`src/rtl/seq_alu_pkg.sv`:
```
// Shared types for the sequential ALU/shifter: operation codes and FSM states.
package seq_alu_pkg;

    typedef enum logic [2:0] {
        NOP  = 3'd0,
        LOAD = 3'd1,
        ADD  = 3'd2,
        SUB  = 3'd3,
        ROL  = 3'd4,
        ROR  = 3'd5,
        SHL  = 3'd6,
        ASR  = 3'd7
    } op_t;

    typedef enum logic {
        IDLE  = 1'b0,
        SHIFT = 1'b1
    } state_t;

    function automatic logic is_shift(op_t op);
        return op inside {ROL, ROR, SHL, ASR};
    endfunction

endpackage

```
`src/rtl/seq_alu_step.sv`:
```
// Combinational single-bit step of the result register for the shift/rotate ops.
module seq_alu_step
    import seq_alu_pkg::*;
#(
    parameter int WIDTH = 8
) (
    input  logic [WIDTH-1:0] i_value,
    input  op_t              i_op,
    output logic [WIDTH-1:0] o_value,
    output logic             o_bit
);

    always_comb begin
        o_value = i_value;
        o_bit   = 1'b0;
        case (i_op)
            ROL: begin
                o_value = {i_value[WIDTH-2:0], i_value[WIDTH-1]};
                o_bit   = i_value[WIDTH-1];
            end
            ROR: begin
                o_value = {i_value[0], i_value[WIDTH-1:1]};
                o_bit   = i_value[0];
            end
            SHL: begin
                o_value = {i_value[WIDTH-2:0], 1'b0};
                o_bit   = i_value[WIDTH-1];
            end
            ASR: begin
                o_value = {i_value[WIDTH-1], i_value[WIDTH-1:1]};
                o_bit   = i_value[0];
            end
            default: ;
        endcase
    end

endmodule

```
`src/rtl/seq_alu_shifter.sv`:
```
// WIDTH-bit result register with single-cycle LOAD/ADD/SUB, bit-serial shifts and
// a Start/Busy/Done handshake; Carry/Zero/Overflow are registered with the result.
module seq_alu_shifter
    import seq_alu_pkg::*;
#(
    parameter int WIDTH = 8,
    localparam int SHAMT_W = $clog2(WIDTH)
) (
    input  logic               CLK,
    input  logic               RST,
    input  logic [WIDTH-1:0]   Input_1,
    input  logic [WIDTH-1:0]   Input_2,
    input  logic [2:0]         Op,
    input  logic [SHAMT_W-1:0] Amount,
    input  logic               Start,
    output logic [WIDTH-1:0]   Output,
    output logic               Carry,
    output logic               Zero,
    output logic               Overflow,
    output logic               Busy,
    output logic               Done
);

    state_t               r_state, w_state_next;
    op_t                  r_op, w_op_next;
    logic [SHAMT_W-1:0]   r_count, w_count_next;
    logic [WIDTH-1:0]     r_out, w_out_next;
    logic                 r_carry, w_carry_next;
    logic                 r_zero, w_zero_next;
    logic                 r_ovf, w_ovf_next;
    logic                 r_busy, w_busy_next;
    logic                 r_done, w_done_next;
    logic                 w_write;

    op_t                  w_op_in;
    logic [WIDTH:0]       w_sum;
    logic [WIDTH:0]       w_diff;
    logic [WIDTH-1:0]     w_step_value;
    logic                 w_step_bit;

    assign w_op_in = op_t'(Op);
    assign w_sum   = {1'b0, Input_1} + {1'b0, Input_2};
    // Top bit of the extended difference is the unsigned borrow.
    assign w_diff  = {1'b0, Input_1} - {1'b0, Input_2};

    seq_alu_step #(
        .WIDTH (WIDTH)
    ) u_step (
        .i_value (r_out),
        .i_op    (r_op),
        .o_value (w_step_value),
        .o_bit   (w_step_bit)
    );

    always_comb begin
        w_state_next = r_state;
        w_op_next    = r_op;
        w_count_next = r_count;
        w_out_next   = r_out;
        w_carry_next = r_carry;
        w_ovf_next   = r_ovf;
        w_busy_next  = r_busy;
        w_done_next  = 1'b0;
        w_write      = 1'b0;

        case (r_state)
            IDLE: begin
                if (Start) begin
                    case (w_op_in)
                        LOAD: begin
                            w_out_next   = Input_1;
                            w_carry_next = 1'b0;
                            w_ovf_next   = 1'b0;
                            w_write      = 1'b1;
                            w_done_next  = 1'b1;
                        end
                        ADD: begin
                            w_out_next   = w_sum[WIDTH-1:0];
                            w_carry_next = w_sum[WIDTH];
                            w_ovf_next   = (Input_1[WIDTH-1] == Input_2[WIDTH-1]) &&
                                           (w_sum[WIDTH-1] != Input_1[WIDTH-1]);
                            w_write      = 1'b1;
                            w_done_next  = 1'b1;
                        end
                        SUB: begin
                            w_out_next   = w_diff[WIDTH-1:0];
                            w_carry_next = w_diff[WIDTH];
                            w_ovf_next   = (Input_1[WIDTH-1] != Input_2[WIDTH-1]) &&
                                           (w_diff[WIDTH-1] != Input_1[WIDTH-1]);
                            w_write      = 1'b1;
                            w_done_next  = 1'b1;
                        end
                        default: begin
                            if (is_shift(w_op_in)) begin
                                if (Amount == '0) begin
                                    w_done_next = 1'b1;
                                end else begin
                                    w_state_next = SHIFT;
                                    w_op_next    = w_op_in;
                                    w_count_next = Amount;
                                    w_busy_next  = 1'b1;
                                end
                            end
                        end
                    endcase
                end
            end
            SHIFT: begin
                w_out_next   = w_step_value;
                w_carry_next = w_step_bit;
                w_ovf_next   = 1'b0;
                w_write      = 1'b1;
                w_count_next = r_count - SHAMT_W'(1);
                if (r_count == SHAMT_W'(1)) begin
                    w_state_next = IDLE;
                    w_busy_next  = 1'b0;
                    w_done_next  = 1'b1;
                end
            end
            default: ;
        endcase

        w_zero_next = w_write ? (w_out_next == '0) : r_zero;
    end

    always_ff @(posedge CLK) begin
        if (RST) begin
            r_state <= IDLE;
            r_op    <= NOP;
            r_count <= '0;
            r_out   <= '0;
            r_carry <= 1'b0;
            r_zero  <= 1'b0;
            r_ovf   <= 1'b0;
            r_busy  <= 1'b0;
            r_done  <= 1'b0;
        end else begin
            r_state <= w_state_next;
            r_op    <= w_op_next;
            r_count <= w_count_next;
            r_out   <= w_out_next;
            r_carry <= w_carry_next;
            r_zero  <= w_zero_next;
            r_ovf   <= w_ovf_next;
            r_busy  <= w_busy_next;
            r_done  <= w_done_next;
        end
    end

    assign Output   = r_out;
    assign Carry    = r_carry;
    assign Zero     = r_zero;
    assign Overflow = r_ovf;
    assign Busy     = r_busy;
    assign Done     = r_done;

endmodule

```
`config.mk`:
```
export PLATFORM = sky130hd
export DESIGN_NAME = seq_alu_shifter
export DESIGN_NICKNAME = d
export VERILOG_FILES = /design/src/rtl/seq_alu_pkg.sv /design/src/rtl/seq_alu_step.sv /design/src/rtl/seq_alu_shifter.sv
export SDC_FILE = /design/constraint.sdc
export NUM_CORES = 1
export LEC_CHECK = 0
export BUFFER_PORTS_ARGS = -buffer_cell sky130_fd_sc_hd__buf_4
export CAP_MARGIN = 0
export CORE_MARGIN = 4
export CORE_UTILIZATION = 56
export CTS_BUF_LIST = sky130_fd_sc_hd__clkbuf_16
export CTS_CLUSTER_SIZE = 8
export DETAILED_ROUTE_END_ITERATION = 6
export HOLD_SLACK_MARGIN = 0.08
export PLACE_DENSITY = 0.82
export SLEW_MARGIN = 10
export SYNTH_ARGS = -nofsm -noshare
export SYNTH_HDL_FRONTEND = slang
export SYNTH_SLANG_ARGS = --single-unit
```
`constraint.sdc`:
```
create_clock -name CLK -period 2.9 [get_ports CLK]
set_input_delay 0.58 -clock CLK [delete_from_list [all_inputs] [get_ports CLK]]
set_output_delay 0.58 -clock CLK [all_outputs]
set_load 0.02 [all_outputs]
```
# Word level (Yosys, flattened, before mapping)
# Index checks and enable logic that the tools add are counted.
[classes] addsub=3 n_mul=0 div_mod_pow=0 magnitude_cmp=0 eq_ne=22 shift=0 mux=37 bitwise=3 n_reduce_logical=12
[ops] operator="8-bit one-hot mux with 4 select lines" n=1
[ops] operator="3-bit == test (second input constant)" n=8
[ops] operator="8-bit one-hot mux with 3 select lines" n=1
[ops] operator="1-bit two-way mux" n=19
[ops] operator="8-bit one-hot mux with 2 select lines" n=1
[ops] operator="1-bit one-hot mux with 2 select lines" n=7
[ops] operator="3-bit two-way mux" n=4
[ops] operator="5-bit AND reduction" n=2
[ops] operator="8-bit by 8-bit adder with 9-bit output" n=1
[ops] operator="8-bit by 8-bit subtractor with 9-bit output" n=1
[ops] operator="8-bit zero test" n=1
[ops] operator="8-bit two-way mux" n=1
[ops] operator="2-bit inequality test (second input constant)" n=4
[ops] operator="3-bit by 1-bit == test with 1-bit output (second input constant)" n=2
[ops] operator="3-bit by 2-bit == test with 1-bit output (second input constant)" n=2
[ops] operator="1-bit one-hot mux with 3 select lines" n=2
[ops] operator="3-bit one-hot mux with 2 select lines" n=1
[ops] operator="4-bit by 1-bit inequality test with 1-bit output (second input constant)" n=1
[ops] operator="4-bit AND reduction" n=1
[ops] operator="4-bit nonzero test" n=1
[ops] operator="2-bit OR reduction" n=2
[ops] operator="3-bit zero test" n=1
[ops] operator="1-bit inequality test" n=3
[ops] operator="1-bit NOT" n=3
[ops] operator="other kinds (6)" n=7
[totals] register_bits=20 latch_bits=0 mem_bits_rw=0 rom_bits=0 input_bits=25 out_inout_bits=13 word_cells=86 mem_count=0

# Logic depth before layout (Yosys ltp)
[logic_depth] word_depth=6 depth_mapped=11 depth_no_buf=11

# Modules after synthesis
# A second synthesis with hierarchy kept.
[hier_totals] hier_cells=289 area_unflattened_um2=2152.1
[modules_own_cells] module="seq_alu_shifter" instances=1 cells_per_inst=258 area_per_inst_um2=1941.9 seq_area_each_um2=400.4
[modules_own_cells] module="seq_alu_step" instances=1 cells_per_inst=31 area_per_inst_um2=210.2 seq_area_each_um2=0.0

# Worst setup path after synthesis
# Ideal clock, no wire load.
[synth_timing] kind="input port to flip-flop" start="input Input_1[0]" end="register r_zero, in the netlist Zero" setup_ns=0.121 arrival_ns=2.289 t_required_ns=2.779 slack_ns=0.490 stages=9 n_path_buf=0 cell_sequence="ha_1 -> fa_1 -> nor2b_1 -> o32ai_1 -> nor3_1 -> nand3b_1 -> a221oi_1 -> nand4b_1 -> o21ai_1"
[synth_between] elab_chain_len=5 word_cells_on_any_way=6 classes_between="2 x add/sub; 3 x mux; 1 x reduce/logical"
[synth_lines] item="from (decl)" line_no="seq_alu_shifter.sv:11" text="input logic [WIDTH-1:0] Input_1,"
[synth_lines] item="8-bit by 8-bit subtractor with 9-bit output or 8-bit by 8-bit adder with 9-bit output (tied branches)" line_no="seq_alu_shifter.sv:44, seq_alu_shifter.sv:42"
[synth_lines] item="8-bit one-hot mux with 3 select lines *" line_no="seq_alu_shifter.sv:69" text="case (w_op_in)"
[synth_lines] item="8-bit two-way mux *" line_no="seq_alu_shifter.sv:68" text="if (Start) begin"
[synth_lines] item="8-bit one-hot mux with 2 select lines *" line_no="seq_alu_shifter.sv:66" text="case (r_state)"
[synth_lines] item="8-bit zero test *" line_no="seq_alu_shifter.sv:123" text="w_zero_next = w_write ? (w_out_next == '0) : r_zero;"
[synth_lines] item="to (signal assigned)" line_no="seq_alu_shifter.sv:143" text="r_zero <= w_zero_next;"
[synth_lines] item="to (decl)" line_no="seq_alu_shifter.sv:29" text="logic r_zero, w_zero_next;"
# Mark *: on every way between the ends. The rest lies on a longest branch, timed or not.
# A chain may end at the register's enable or synchronous reset.

# Worst setup path after layout
# Same ends and word-level chain as after synthesis.

==> summary.md <==
### Hold path
• **worst hold path startpoint** Overflow
• **cell depth of the worst hold path** 2
• **Hold Path Sink** Overflow
• **Tightest Hold Check Type** flop to flop

### Global routing
• **total congestion overflow** 0
• **number of global-route vias before repair** 2014
• **GRT met2 Usage** 0.4064
• **global-route wire length before repair** 8.576 mm
• **number of antenna violations at the first check in global routing** 0
• **global-route layer with the greatest usage** met2
• **GR Util met3** 0.05090
• **Total Routing Usage GR** 0.2371
• **met1 global-route usage** 0.2932
• **maximum number of pins on one net before global-route repair** 26

### Clock network
• **number of H-tree levels** 1
• **cts-stage hold buffer count** 0
• **clock sink count** 20
• **clock slew at reported path FFs** 0.06 ns
• **TritonCTS clock tree** done
• **number of setup buffers added after CTS** 0
• **cells resized by post-CTS repair** 0
• **clock network latency to the later pin of the worst-skew pair** 0.25 ns
• **maximum clock path buffer count** 2
• **number of buffers created by CTS** 3
• **Clock Tree Root** sky130_fd_sc_hd__clkbuf_16

### Timing
• **f_max** 412.7 MHz
• **unrepaired setup endpoints after global routing** false
• **transition time at the pin with the least slew margin** 0.5191 ns
• **total count of max-transition violations in the final report** 0
• **share of the clock period used by the worst path after layout** 0.8355
• **setup clock skew after layout** 0.004737 ns
• **endpoints failing hold** 0
• **Rel. slew slack** 0.6534
• **Setup Viol. Count Final** 0
• **final worst path period need** 2.423 ns
• **final total negative setup slack** 0 ns

### Critical path
• **origin of the critical flop-to-flop path** r_state
• **depth of the worst register-to-register path** 7
• **critical path launch point** Input_1[0]
• **reg-to-reg setup timing slack** 0.92 ns
• **critical path fanouts, max** 3
• **kind of launch point of the worst setup path** input pin
• **cell family contributing the most delay on the critical path** compound AO/OA/AOI/OAI gates
• **Worst path max stage delay** 0.40 ns
• **reg2reg end** Zero
• **CP max-delay cell** sky130_fd_sc_hd__fa_1
• **Critical path buffers and inverters** 1
• **data arrival time of the worst path** 2.56 ns
• **CP Cell Sequence** buf_4 -> ha_1 -> fa_1 -> nor2b_1 -> o32ai_1 -> nor3_1 -> nand3b_1 -> a221oi_1 -> nand4b_1 -> o21ai_1
• **Crit. End Element** flop
• **type of the setup path with the least slack** input pin to flop
• **CP required** 3.04 ns

### Synthesis
• **mean instance size in the synthesized netlist** 7.549 µm²
• **biggest area contributors in the synthesized netlist** sky130_fd_sc_hd__dfxtp_1 20%, sky130_fd_sc_hd__ha_1 12%, sky130_fd_sc_hd__mux2i_1 6.4%
• **area share of the largest cell type after synthesis** 0.1957
• **total of flip-flops plus latches after synthesis** 20
• **sequential cell area fraction in the yosys report** 0.1957
• **most used standard cell by instance count after synthesis** sky130_fd_sc_hd__nor2_1
• **Post-synth EDFFs** 0
• **leading register cell type out of synthesis** sky130_fd_sc_hd__dfxtp_1
• **Synthesis Warnings** 0
• **Mapped Area** 2046 µm²
• **gate count of the mapped netlist** 271
• **library cell with the largest summed area after synthesis** sky130_fd_sc_hd__dfxtp_1
• **net count of the mapped netlist** 317
• **Commonest cells post-synth** 30 x sky130_fd_sc_hd__nor2_1, 23 x sky130_fd_sc_hd__a21oi_1, 23 x sky130_fd_sc_hd__nand2_1, 20 x sky130_fd_sc_hd__dfxtp_1
• **number of library cell types mapped by synthesis** 57
• **FFs w/ async S/R, synth** 0

### Die
• **number of standard-cell rows in the floorplan** 21
• **# IOs** 38
• **Initial Utilization** 0.5943
• **chip width** 68.44 µm
• **DIE HEIGHT** 68.44 µm
• **overall die area** 4684 µm²
• **core box area** 3442 µm²

### Power and ir drop
• **Internal Pwr Total** 713.3 µW
• **share of total power consumed by net switching** 0.3073
• **power dissipated by switching net loads** 316.4 µW
• **clock network fraction of design power** 0.365
• **fraction of power consumed by sequential logic** 0.316
• **leakage power** 0.001038 µW
• **maximum VDD drop** 342.5 µV
• **combinational share of power** 0.319
• **power density over the cells** 422.4 nW/µm²

### Routing
• **average wire per standard cell** 14.99 µm
• **number of violations reported at the end of detailed-routing iteration 0** 158
• **detailed-routing iteration count for the pre-antenna-repair pass** 4
• **post-route ant nets** 0
• **vias after detailed routing** 2137
• **number of DRC violations after detailed routing** 0
• **post-DR vias/cell** 6.159
• **aggregate routed wire length** 5.202 mm

### Status
• **result of the run** finished, final reports clean

### Layout
• **Layout Area Growth over Synthesis** 19.14%
• **finished layout cell area** 2437 µm²
• **share of layout cells above drive strength 1** 0.1794
• **net count reported at finish** 348
• **count of inserted antenna diode cells** 0

### Job
• **count of max-cap constraint violations** 0

### Place
• **DP Area** 2332 µm²
• **estimated wirelength of the detail-placed design** 3.963 mm
• **Placer Congestion** 0.8576
• **# port buffers** 37

-- placed cells by master, fill, tap and decap left out, types with 4 or more instances in the layout --
cell                       count
sky130_fd_sc_hd__nand3b_1      4
sky130_fd_sc_hd__dfxtp_1      20
sky130_fd_sc_hd__nor2_1       30
sky130_fd_sc_hd__inv_1        19
sky130_fd_sc_hd__o21ai_0      16
sky130_fd_sc_hd__nor3_1        7
sky130_fd_sc_hd__nand3_1       7
sky130_fd_sc_hd__nand2_1      23
sky130_fd_sc_hd__ha_1         19
sky130_fd_sc_hd__a31oi_1       6
sky130_fd_sc_hd__nand2b_1      4
sky130_fd_sc_hd__mux2i_1      13
sky130_fd_sc_hd__a211oi_1      6
sky130_fd_sc_hd__a21oi_1      23
sky130_fd_sc_hd__nor2b_1       8
sky130_fd_sc_hd__buf_4        38
-- stage by stage --
stage	utilization	hold WS, ns	power, µW	std cells	setup WS [ns]
3_5_place_dp	0.6776	0.4526	653.6	343	0.2369
5_1_grt	0.7081	0.4683	1089	347	0.3094
2_1_floorplan	-	0.4699	548.2	271	0.4899
3_3_place_gp	0.6776	0.4445	647.7	343	0.2466
6_report	0.7081	0.4619	1030	347	0.4770
4_1_cts	0.7081	0.4614	1029	347	0.4944
-- kinds of logic after synthesis --
family                   count (synthesis)  synth area share
AO/OA/AOI/OAI                           82            0.2728
buffers and inverters                   32           0.06422
adder cells (fa/ha/maj)                 21            0.1358
multiplexers                            13           0.06361
flip-flops                              20            0.1957
XOR/XNOR                                 3           0.01285
AND/OR/NAND/NOR                        100            0.2550
-- per-layer routing --
metal  part of all wire  routed length [µm]  up-vias
li1                   -                   -     1034
met1               0.44                2302      992
met2               0.46                2384       97
met3              0.080                 415       14
met4              0.019                 100        0
met5                  0                   0        -
-- tightest hold or removal path: cells and delay by family (launching register included) --
kind            cells  cell delay, ns
flops               1            0.31
compound gates      1            0.05
simple gates        1            0.05
-- state kept, by name, indices dropped and copies added, names as in the netlist --
name      cells
Output        8
r_count       3
r_op          3
Busy          1
Carry         1
Done          1
Overflow      1
Zero          1
r_state       1
-- worst max path at each step --
| stage | endpoint | slack (ns) | cells past startpoint |
|---|---|---|---|
| 2_1_floorplan | Zero | 0.49 | 9 |
| 5_1_grt | Zero | 0.31 | 12 |
| 4_1_cts | Zero | 0.49 | 10 |
| 3_5_place_dp | Zero | 0.24 | 10 |
| 6_report | Zero | 0.48 | 10 |
| 3_3_place_gp | Zero | 0.25 | 10 |
-- area by class of cell --
class                           count  area [µm²]
Multi-Input combinational cell    219        1514
Fill cell                         307        1005
Sequential cell                    20       400.4
Timing Repair Buffer               38       285.3
Clock buffer                        3       75.07
Inverter                           20       75.07
Tap cell                           46       57.56
Clock inverter                      1       30.03
-- power by group through the flow --
stage	Clock (µW)	Sequential, µW	Combinational, µW
after floorplan	0	333	215
after global placement	0	329	319
after detailed placement	0	329	324
after CTS	380	323	326
after global routing	393	327	369
final	376	325	329
No activity file was read; power rests on OpenSTA's default activity.
